File: src/rtl/pipe_mem_access.sv
// MEM stage of the 5-stage pipeline: runs one req/ack data-memory access per
// load/store, stalls upstream while it is outstanding, and owns the MEM/WB register.
`timescale 1ns/1ps
module pipe_mem_access #(
  parameter int unsigned TIMEOUT_CYC = 255
) (
  input  logic        clock,
  input  logic        reset,
  input  logic        mwreg,
  input  logic        mm2reg,
  input  logic        mwmem,
  input  logic [31:0] malu,
  input  logic [31:0] mb,
  input  logic [4:0]  mrn,
  output logic        mstall,
  output logic        dmem_req,
  output logic        dmem_we,
  output logic [31:0] dmem_addr,
  output logic [31:0] dmem_wdata,
  input  logic        dmem_ack,
  input  logic [31:0] dmem_rdata,
  output logic        wwreg,
  output logic        wm2reg,
  output logic [31:0] wmo,
  output logic [31:0] walu,
  output logic [4:0]  wrn,
  output logic        bus_err,
  output logic        align_err
);

  typedef enum logic [1:0] {IDLE, REQ, DONE, ERR} state_t;

  localparam logic [7:0] LAST_CNT = 8'(TIMEOUT_CYC - 1);

  state_t      state;
  logic [7:0]  count;
  logic [31:0] rdata_q;
  logic        mem_op;
  logic        aligned;

  assign mem_op  = mm2reg | mwmem;
  assign aligned = (malu[1:0] == 2'b00);

  // NOTE: mstall is combinational so a load/store freezes upstream in the same
  // cycle it arrives; it is gated by reset so every output reads 0 while reset is high.
  assign mstall = !reset && ((state == IDLE && mem_op && aligned) || state == REQ);

  // NOTE: all state, including the captured read data, is cleared by the async
  // reset; sequential state is only ever written with non-blocking assignments.
  always_ff @(posedge clock or posedge reset) begin
    if (reset) begin
      state      <= IDLE;
      count      <= '0;
      rdata_q    <= '0;
      dmem_req   <= 1'b0;
      dmem_we    <= 1'b0;
      dmem_addr  <= '0;
      dmem_wdata <= '0;
      wwreg      <= 1'b0;
      wm2reg     <= 1'b0;
      wmo        <= '0;
      walu       <= '0;
      wrn        <= '0;
      bus_err    <= 1'b0;
      align_err  <= 1'b0;
    end else begin
      bus_err   <= 1'b0;
      align_err <= 1'b0;
      case (state)
        IDLE: begin
          if (mem_op && aligned) begin
            dmem_req   <= 1'b1;
            dmem_we    <= mwmem;
            dmem_addr  <= {malu[31:2], 2'b00};
            dmem_wdata <= mb;
            count      <= '0;
            state      <= REQ;
          end else begin
            // A misaligned load/store passes through as a squashed bubble.
            wwreg     <= mwreg & ~mem_op;
            wm2reg    <= mm2reg;
            walu      <= malu;
            wrn       <= mrn;
            align_err <= mem_op;
          end
        end
        REQ: begin
          if (dmem_ack) begin
            dmem_req <= 1'b0;
            if (!dmem_we) rdata_q <= dmem_rdata;
            state    <= DONE;
          end else if (count == LAST_CNT) begin
            dmem_req <= 1'b0;
            bus_err  <= 1'b1;
            state    <= ERR;
          end else begin
            count <= count + 8'd1;
          end
        end
        DONE: begin
          wwreg  <= mwreg;
          wm2reg <= mm2reg;
          if (!dmem_we) wmo <= rdata_q;
          walu   <= malu;
          wrn    <= mrn;
          state  <= IDLE;
        end
        ERR: begin
          wwreg  <= 1'b0;
          wm2reg <= mm2reg;
          walu   <= malu;
          wrn    <= mrn;
          state  <= IDLE;
        end
      endcase
    end
  end

endmodule
File: config.mk
export PLATFORM = sky130hd
export DESIGN_NAME = pipe_mem_access
export DESIGN_NICKNAME = d
export VERILOG_FILES = /design/src/rtl/pipe_mem_access.sv
export SDC_FILE = /design/constraint.sdc
export NUM_CORES = 1
export LEC_CHECK = 0
export CAP_MARGIN = 15
export CORE_MARGIN = 5
export CORE_UTILIZATION = 40
export DETAILED_ROUTE_END_ITERATION = 8
export GPL_TIMING_DRIVEN = 0
export HOLD_SLACK_MARGIN = 0.15
export MAX_ROUTING_LAYER = met4
export PLACE_DENSITY = 0.83
export SYNTH_ARGS = -nofsm -noshare
export SYNTH_HDL_FRONTEND = slang
export SYNTH_SLANG_ARGS = --single-unit
File: constraint.sdc
create_clock -name clock -period 6.8 [get_ports clock]
set_input_delay 1.36 -clock clock [delete_from_list [all_inputs] [get_ports clock]]
set_output_delay 1.36 -clock clock [all_outputs]
set_load 0.005 [all_outputs]
* Word-level counts from Yosys, hierarchy flattened *
Index checks and enable logic that the tools add are counted.

storage, ports and cells
  flip-flop bits (word level) = 179
  bits in latches = 0
  memory bits (writable) = 0
  ROM bits = 0
  output and inout port bits = 140
  word-level logic and storage cells = 73
  memories = 0

operators by class
  add/sub/neg operators = 1
  multiply operators = 0
  divide/modulo/power cells = 0
  order comparisons = 0
  eq/ne operators = 9
  shifts and indexed selects = 0
  mux-type cells = 25
  bitwise logic cells = 4
  reduce and logical (&&, ||, !) cells = 20

operators with widths
  operator                                               count
  case mux 32 bit (2 select lines)                       1
  2-to-1 mux 32 bit                                      1
  2-to-1 mux 8 bit                                       3
  case mux 8 bit (2 select lines)                        1
  2-to-1 mux 1 bit                                       10
  case mux 5 bit (2 select lines)                        1
  AND reduction 2 bit                                    5
  adder 8 x 1 -> 8 bit, second input constant            1
  == test 8 bit, second input constant                   1
  2-to-1 mux 2 bit                                       3
  inequality test 2 bit, second input constant           3
  case mux 2 bit (3 select lines)                        1
  AND reduction 3 bit                                    2
  2-to-1 mux 5 bit                                       1
  == test 2 bit, second input constant                   2
  logical AND 1 bit                                      4
  zero test 2 bit                                        2
  case mux 1 bit (2 select lines)                        2
  AND reduction 4 bit                                    1
  nonzero test 2 bit                                     2
  inequality test 3 x 2 -> 1 bit, second input constant  1
  case mux 1 bit (3 select lines)                        1
  nonzero test 3 bit                                     1
  == test 2 x 1 -> 1 bit, second input constant          1
  other kinds (7)                                        8

* Logic depth before layout (Yosys ltp) *
Gate-level depths: netlist (run 1).

  word-level depth = 5
  gate-level depth with buffers = 6
  depth with buffers taken out = 6

* Worst setup path after synthesis (run 1) *
OpenSTA, ideal clock, no wires.

  kind = input -> output
  from = in mwmem
  to = out mstall
  data arrival time = 2.093 ns
  slack = 3.347 ns
  stages = 4
  path buffers = 1
  path through = o21bai_2 > nand3b_4 > clkbuf_1 > a21oi_1

between the ends
  word-level cells in the longest chain between the ends = 5

ends and longest elaborated chain
  element                          RTL line  RTL
  start: declaration               11        input logic mwmem,
  bitwise OR 1 bit                 41        assign mem_op = mm2reg | mwmem;
  logical AND 1 bit (2 in series)  46        assign mstall = !reset && ((state == IDLE && mem_op && aligned) || state == REQ);
  logical OR 1 bit                 46
  logical AND 1 bit                46
  end: declaration                 15        output logic mstall,

No other way between the ends.

* Worst setup path in the final report (run 1) *
Ends and elaborated chain as after synthesis.

==> impl_summary.txt, run 1 <==
----------------------------------------------------
[Floorplan]
  IO Count ... about 250
  Die Width ... approximately 140 um
  Area of the placeable core ... 0.0172 sq mm
  Area of the die ... approximately 0.020 sq mm
  Die span in y ... ~140 um
  Count of standard-cell rows ... 48
  Starting density of the core ... roughly 40%

[Hold path]
  Worst-case hold path end point ... dmem_addr[12]
  Hold crit path type ... flop to flop
  Instance count along the most critical hold path ... 2
  Min-Delay Startpoint ... dmem_addr[12]

[Global routing]
  First-pass GRT wire length ... between 30,000 and 40,000 um
  Global-route usage over all layers ... 19.9%
  Global route overflow ... 0
  Largest net degree at the start of global routing ... 96
  Number of global-route vias before repair ... between 5,000 and 6,000
  Initial antenna violation count ... 0

[Synth]
  Synth Area per Inst ... 12.4 sq um
  Most used DFF post-synth ... sky130_fd_sc_hd__dfrtp_1
  Count leader, synth ... sky130_fd_sc_hd__nand2_1
  Simple-gate portion of the synthesized area ... 13.1%
  Yosys warning count ... 0
  Multiplexer share of the synthesized area ... ~17%
  Fraction of registers with async set or reset after synthesis ... 100%
  Leading post-synthesis cells by instance count ... 195 x sky130_fd_sc_hd__nand2_1, 179 x sky130_fd_sc_hd__dfrtp_1, 92 x sky130_fd_sc_hd__mux2_2, 16 x sky130_fd_sc_hd__buf_2, 9 x sky130_fd_sc_hd__mux2_4
  Post-synthesis cell type with the largest combined area ... sky130_fd_sc_hd__dfrtp_1
  Cell Area, Synth ... about 0.0069 sq mm
  Compound-cell area share of the yosys netlist ... between 2 and 2.5%
  Synthesized-area fraction occupied by xor and xnor cells ... 0%
  Share of synthesized cell area in full adder, half adder and majority cells ... 0.360%
  Flops & latches, synth ... ~180
  Number of distinct library cells after synthesis ... roughly 40
  Combinational family with the most area after synthesis ... multiplexers
  Fraction of synthesized cell area taken by the top area cell type ... between 60% and 70%
  Number of instances in the synthesized netlist ... approximately 560
  Number of synthesized flops with an enable pin ... 0
  Top area cells in the synthesized netlist ... sky130_fd_sc_hd__dfrtp_1 64%, sky130_fd_sc_hd__mux2_2 15%, sky130_fd_sc_hd__nand2_1 11%, sky130_fd_sc_hd__mux2_4 1.9%, sky130_fd_sc_hd__buf_2 1.2%
  Sequential-to-total area share from yosys stat ... between 60 and 70%

[Pwr]
  Switching power ... between 0.9 and 1 mW
  Switching portion of total power ... between 20 and 30%
  Sequential share of power ... 44.3%
  Clk pwr share ... 26.8%
  Overall power consumption ... ~3.5 mW
  Portion of total power attributed to combinational logic ... about 29%
  Leakage power figure ... approximately 4.6 nW
  Power per cell area ... between 300 and 400 mW/mm^2
  Internal power consumption ... approximately 2.6 mW
  VDD IR max ... between 150 and 200 uV

[Setup path]
  Crit path arrival time ... 3.41 ns
  CP Launch Type ... primary input
  Crit Reg-Reg Startpoint ... state[1]
  Worst Setup End Kind ... output pin
  FF-to-FF setup slack ... slightly below 5 ns
  Critical Path Fanout Max ... 10
  Largest stage delay on the critical path ... roughly 0.50 ns
  Critical path cell sequence ... clkdlybuf4s50_1 -> o21bai_2 -> nand3b_4 -> clkbuf_1 -> a21oi_1 -> clkdlybuf4s50_1
  Cell with the biggest individual delay on the critical path ... sky130_fd_sc_hd__clkbuf_1
  Critical R2R Capture ... walu[0]
  Type of the worst setup path ... primary input to output pin
  Required arrival time at the worst endpoint ... between 5 and 6 ns
  Most numerous cell on the critical path ... sky130_fd_sc_hd__clkdlybuf4s50_1
  Depth of the worst register-to-register path ... 6

[STA]
  Fin crit period ... 4.77 ns
  Unrepaired setup endpoints after global routing ... no
  Final period utilization ... around 70%
  Final number of setup-violating endpoints ... 0
  Max Clk Rate ... 210 MHz
  Final TNS setup ... 0 ns
  Max_slew headroom ... 59.1%
  Final setup skew ... slightly above 0.008 ns
  Count of pins over their slew limit ... 0
  Slew at the pin closest to its max-slew limit ... between 0.6 and 0.7 ns
  Final Hold Fails ... 0

[Place]
  IO buf count ... ~240
  Post-DP HPWL ... 13,700 um
  Final weighted congestion of routability-driven global placement ... between 0.8 and 0.9
  Area of placed instances ... between 0.009 and 0.01 sq mm

[Route]
  Drt pass-1 iters ... 4
  DR vias/cell ... approximately 4.8
  DRC ... 0
  Initial DRC Count ... ~180
  Routed len/inst ... roughly 18 um
  Sum of routed wire length over all layers ... between 15,000 and 20,000 um
  Vias after detailed routing ... approximately 5,000
  Antenna Nets Post-Route ... 0

[Clock network]
  Setup fix buffers added after clock tree synthesis ... 0
  Clock buffer count from CTS ... 17
  Number of H-tree levels ... 4
  Master cell of the clock root buffer ... sky130_fd_sc_hd__clkbuf_16
  Largest buffer count on any clock path ... 2
  Hold-fix buffers at CTS ... 0
  Resize count post-CTS ... 0
  TritonCTS clock tree ... yes
  Skew-Pair Late Insertion Delay ... 0.43 ns
  Number of clock sinks ... around 180
  Clock-pin slew on the worst setup and hold paths ... about 0.07 ns

[Cells and area]
  Share of post-route cells with drive strength above 1 ... between 15 and 20%
  Fill cell total of the finished layout ... between 1,000 and 1,500
  Finished Cell Area ... 0.0103 sq mm
  Area growth syn-to-layout ... 47.9%
  Total number of nets in the final design ... just over 900
  Ant. Diodes ... 0
  Core utilization of the finished layout ... roughly 60%

[Flow run]
  Number of max-cap violations ... 0

[Run status]
  Status ... finished, final reports clean

----------------------------------------------------
[cell usage in the layout (no fill, tap or decap), types with 5 or more instances in the layout]
cell type	synthesis	final
sky130_fd_sc_hd__clkdlybuf4s50_1	0	244
sky130_fd_sc_hd__inv_6	0	5
sky130_fd_sc_hd__clkbuf_1	4	6
sky130_fd_sc_hd__clkbuf_16	0	17
sky130_fd_sc_hd__nand3_1	5	5
sky130_fd_sc_hd__mux2_2	92	92
sky130_fd_sc_hd__buf_2	16	16
sky130_fd_sc_hd__nor2_1	6	6
sky130_fd_sc_hd__nand2_1	195	195
sky130_fd_sc_hd__dfrtp_1	179	179
sky130_fd_sc_hd__mux2_4	9	9
sky130_fd_sc_hd__buf_6	5	5
[sequential cells by signal, summed over array words and instances, names as in the netlist]
signal,count
walu,32
state,2
dmem_we,1
wm2reg,1
bus_err,1
count,8
wwreg,1
wrn,5
dmem_addr,30
align_err,1
dmem_req,1
rdata_q,32
dmem_wdata,32
wmo,32
[power groups by stage]
stage | clock [mW] | sequential (mW) | combinational [mW]
3_3_place_gp | 0 | 1.57 | 1.01
5_1_grt | 1.03 | 1.62 | 1.11
4_1_cts | 0.977 | 1.57 | 1.04
2_1_floorplan | 0 | 1.58 | 0.377
3_5_place_dp | 0 | 1.59 | 1.04
6_report | 0.951 | 1.57 | 1.02
[metal layers]
layer  GRT usage, %  wire [um]  up-vias
li1               -          -     2376
met1           24.8       7920     2494
met2           31.0       8810      197
met3           7.25       1620       28
met4           5.35        346        0
met5              -          0        -
[critical path: cells and delay by family]
| kind | cells | cell delay, ns |
|---|---|---|
| compound gates | 2 | 0.36 |
| buf+inv | 3 | 1.42 |
| simple gates | 1 | 0.26 |
[how the worst max path moves through the flow]
stage          start         to  depth (start not counted)
6_report       mwmem     mstall                          6
5_1_grt        mwmem     mstall                          6
4_1_cts        mwmem     mstall                          6
3_5_place_dp   mwmem     mstall                          6
3_3_place_gp   reset     wrn[2]                          2
2_1_floorplan  reset  align_err                          1
[cells by family after synthesis]
group	after synthesis
AOI/OAI and AO/OA	23
muxes	102
other	1
and+or+nand+nor	221
adders and majority gates	2
DFF	179
buffers and inverters	31
[stage by stage]
| stage | cells | hold slack, ns | worst slack (ns) |
|---|---|---|---|
| 6_report | 1062 | 0.473 | 2.03 |
| 2_1_floorplan | 560 | 0.452 | 0.581 |
| 5_1_grt | 1062 | 0.495 | 1.89 |
| 3_3_place_gp | 1029 | 0.457 | -1.91 |
| 4_1_cts | 1062 | 0.479 | 1.99 |
| 3_5_place_dp | 1030 | 0.461 | 2.01 |
[final cells by class]
class / count / area, sq um / area share (%)
Buffer: 27 / 166 / 1.62
Clock buffer: 20 / 447 / 4.35
Clock inverter: 12 / 121 / 1.18
Inverter: 4 / 22.5 / 0.219
Multi-Input combinational cell: 350 / 2290 / 22.3
Sequential cell: 179 / 4480 / 43.6
Tap cell: 225 / 282 / 2.74
Timing Repair Buffer: 245 / 2470 / 24.0
No activity file was read; power rests on OpenSTA's default activity.
==> inputs of run 2 (changes only) <==
==> constraint.sdc (replaced) <==
create_clock -name clock -period 4.5 [get_ports clock]
set_input_delay 0.9 -clock clock [delete_from_list [all_inputs] [get_ports clock]]
set_output_delay 0.9 -clock clock [all_outputs]
set_load 0.005 [all_outputs]
==> run 2 against run 1 <==
  * Core utilization grew 0.25 points
  * Flip-flop and latch count is the same
  * Global-route usage shrank 0.14 points
  * Combinational power grew 53%
  * Total power grew 49%
  * Worst setup slack lost 1.4 ns
  * Critical path depth is the same
  * Register-to-register slack lost 2.3 ns
  * Hold slack gained 0.0017 ns
  * Sequential share of layout area shrank 0.18 points
  * Clock skew grew 0.0031 ns
  * Sequential power grew 51%
==> impl_summary.txt, run 2 (synthesis results as in run 1) <==
----------------------------------------------------
[Global routing]
  Global-route met1 utilization ... 24.7% (-0.12 points)
  Initial antenna violation count ... 0 (unchanged)
  Routing usage on met2 ... 31.0% (about the same)
  Largest net degree at the start of global routing ... 42 (-56%)
  Met3 Track Usage GR ... 6.84% (-0.40 points)
  Global-route usage over all layers ... 19.8% (-0.14 points)
  Number of global-route vias before repair ... 5,548 (-0.50%)
  First-pass GRT wire length ... 29,900 um (-0.73%)
  Layer with the highest usage ... met2
  Global route overflow ... 0 (unchanged)

[Cells and area]
  Ant. Diodes ... 0 (unchanged)
  Most used cells in the layout excluding fill and tap cells ... 244 x sky130_fd_sc_hd__clkdlybuf4s50_1, 195 x sky130_fd_sc_hd__nand2_1, 179 x sky130_fd_sc_hd__dfrtp_1
  Total number of nets in the final design ... 937 (+0.43%)
  Share of post-route cells with drive strength above 1 ... 19.9% (+0.38 points)
  Multi-input gate area ... 0.00229 sq mm (unchanged)
  Most common library cell in the layout ignoring fill and taps ... sky130_fd_sc_hd__clkdlybuf4s50_1
  Non-filler instance count after layout ... 1,066 (+0.38%)
  Fill cell total of the finished layout ... 1,398 (-0.21%)
  Core utilization of the finished layout ... 60.1% (+0.25 points)
  Storage cell area ... 0.00448 sq mm (unchanged)
  Area growth syn-to-layout ... 48.6%
  Finished Cell Area ... 0.0103 sq mm (+0.43%)

[Route]
  DR vias/cell ... 4.79 (about the same)
  Routed len/inst ... 17.6 um (+0.22%)
  Sum of routed wire length over all layers ... 18,800 um (+0.60%)
  Antenna Nets Post-Route ... 0 (unchanged)
  DRC ... 0 (unchanged)
  Initial DRC Count ... 170 (-4.5%)
  Drt pass-1 iters ... 4 (unchanged)
  Vias after detailed routing ... 5,110 (+0.29%)

[Pwr]
  Internal power consumption ... 3.85 mW (+49%)
  Leakage power figure ... 4.66 nW (+0.46%)
  Switching power ... 1.44 mW (+51%)
  VDD IR max ... 258 uV (+50%)
  Sequential share of power ... 44.9% (+0.6 points)
  Switching portion of total power ... 27.2% (+0.37 points)
  Portion of total power attributed to combinational logic ... 29.5% (+0.6 points)
  Clk pwr share ... 25.7% (-1.1 points)
  Power per cell area ... 513 mW/mm^2 (+49%)

[Floorplan]
  IO Count ... 247 (unchanged)
  Area of the die ... 0.0201 sq mm (unchanged)
  Starting density of the core ... 40.5% (unchanged)
  Die Width ... 142 um (unchanged)
  Area of the placeable core ... 0.0172 sq mm (unchanged)
  Die span in y ... 142 um (unchanged)
  Count of standard-cell rows ... 48 (unchanged)

[Place]
  Final weighted congestion of routability-driven global placement ... 0.817 (-2.4%)
  Dpl cells ... 1,034 (+0.39%)
  Post-DP HPWL ... 14,100 um (+2.8%)
  Area of placed instances ... 0.00979 sq mm (+0.79%)
  IO buf count ... 244 (unchanged)

[Clock network]
  Number of H-tree levels ... 4 (unchanged)
  Largest buffer count on any clock path ... 2 (unchanged)
  TritonCTS clock tree ... yes
  Skew-Pair Late Insertion Delay ... 0.43 ns (about the same)
  Setup fix buffers added after clock tree synthesis ... 0 (unchanged)
  Number of clock sinks ... 179 (unchanged)
  Resize count post-CTS ... 0 (unchanged)
  Clock-pin slew on the worst setup and hold paths ... 0.07 ns (about the same)
  Clock buffer count from CTS ... 17 (unchanged)
  Master cell of the clock root buffer ... sky130_fd_sc_hd__clkbuf_16
  Hold-fix buffers at CTS ... 0 (unchanged)

[Setup path]
  Required arrival time at the worst endpoint ... 3.60 ns (-1.84 ns)
  Critical Path Fanout Max ... 10 (unchanged)
  Crit path arrival time ... 2.99 ns (-0.42 ns)
  Worst Setup End Kind ... output pin
  Type of the worst setup path ... primary input to output pin
  CP Launch Type ... primary input

[Run status]
  Status ... finished, final reports clean

[STA]
  Final hold slack ... 0.475 ns (+0.00174 ns)
  Slew at the pin closest to its max-slew limit ... 0.653 ns (+0.0390 ns)
  Final period utilization ... around 86%
  Final Hold Fails ... 0 (unchanged)
  Max_slew headroom ... 56.5% (-2.6 points)
  Final number of setup-violating endpoints ... 0 (unchanged)
  Count of pins over their slew limit ... 0 (unchanged)
  Final setup skew ... 0.0111 ns (+0.00307 ns)
  Unrepaired setup endpoints after global routing ... no
  Fin crit period ... roughly 3.9 ns
  Max Clk Rate ... between 200 and 300 MHz

[Flow run]
  Number of max-cap violations ... 0 (unchanged)

[Hold path]
  Hold crit path type ... flop to flop

----------------------------------------------------
## run 2: path summary, 6_finish.rpt
kind                                     from             to  slack [ns]  cells after the start
worst max register to register       state[1]     rdata_q[8]        2.58                      5
worst min-delay path            dmem_addr[10]  dmem_addr[10]        0.47                      2
max in group asynchronous               reset        wmo[17]        2.83                      5
worst max-delay path                    mwmem         mstall        0.61                      6
worst min register to register  dmem_addr[10]  dmem_addr[10]        0.47                      2
min in group asynchronous               reset  dmem_wdata[3]        0.77                      2
## run 2: cell type report
class | count | share of cell area [%]
buffer | 27 | 1.61
clock buffer | 19 | 4.19
clock inverter | 13 | 0.994
inverter | 4 | 0.182
multi-input combinational | 350 | 22.2
sequential | 179 | 43.4
tap | 225 | 2.73
timing repair buffer | 249 | 24.7
## run 2: metrics by stage
stage / setup TNS (ns) / total power, mW / setup WS (ns)
5_1_grt: 0 / 5.62 / 0.442
6_report: 0 / 5.29 / 0.611
3_3_place_gp: -31.72 / 3.91 / -0.195
2_1_floorplan: 0 / 2.96 / 1.31
4_1_cts: 0 / 5.37 / 0.571
3_5_place_dp: 0 / 3.99 / 0.566
## run 2: power by group through the flow
stage	logic [mW]	clock network, mW	registers, mW
after global placement	1.54	0	2.37
after detailed placement	1.58	0	2.40
after floorplan	0.570	0	2.39
after CTS	1.59	1.40	2.38
after global routing	1.70	1.48	2.44
final	1.56	1.36	2.37
## run 2: routing by layer
layer	vias up	wire [um]
li1	2376	-
met1	2502	7870
met2	206	9020
met3	26	1590
met4	0	325
met5	-	0
## run 2: critical path, stage by stage
cell and delay (ns):
sky130_fd_sc_hd__clkdlybuf4s50_1 0.43, sky130_fd_sc_hd__o21bai_2 0.26, sky130_fd_sc_hd__nand3b_4 0.25, sky130_fd_sc_hd__clkbuf_1 0.53
sky130_fd_sc_hd__a21oi_1 0.14, sky130_fd_sc_hd__clkdlybuf4s50_1 0.48
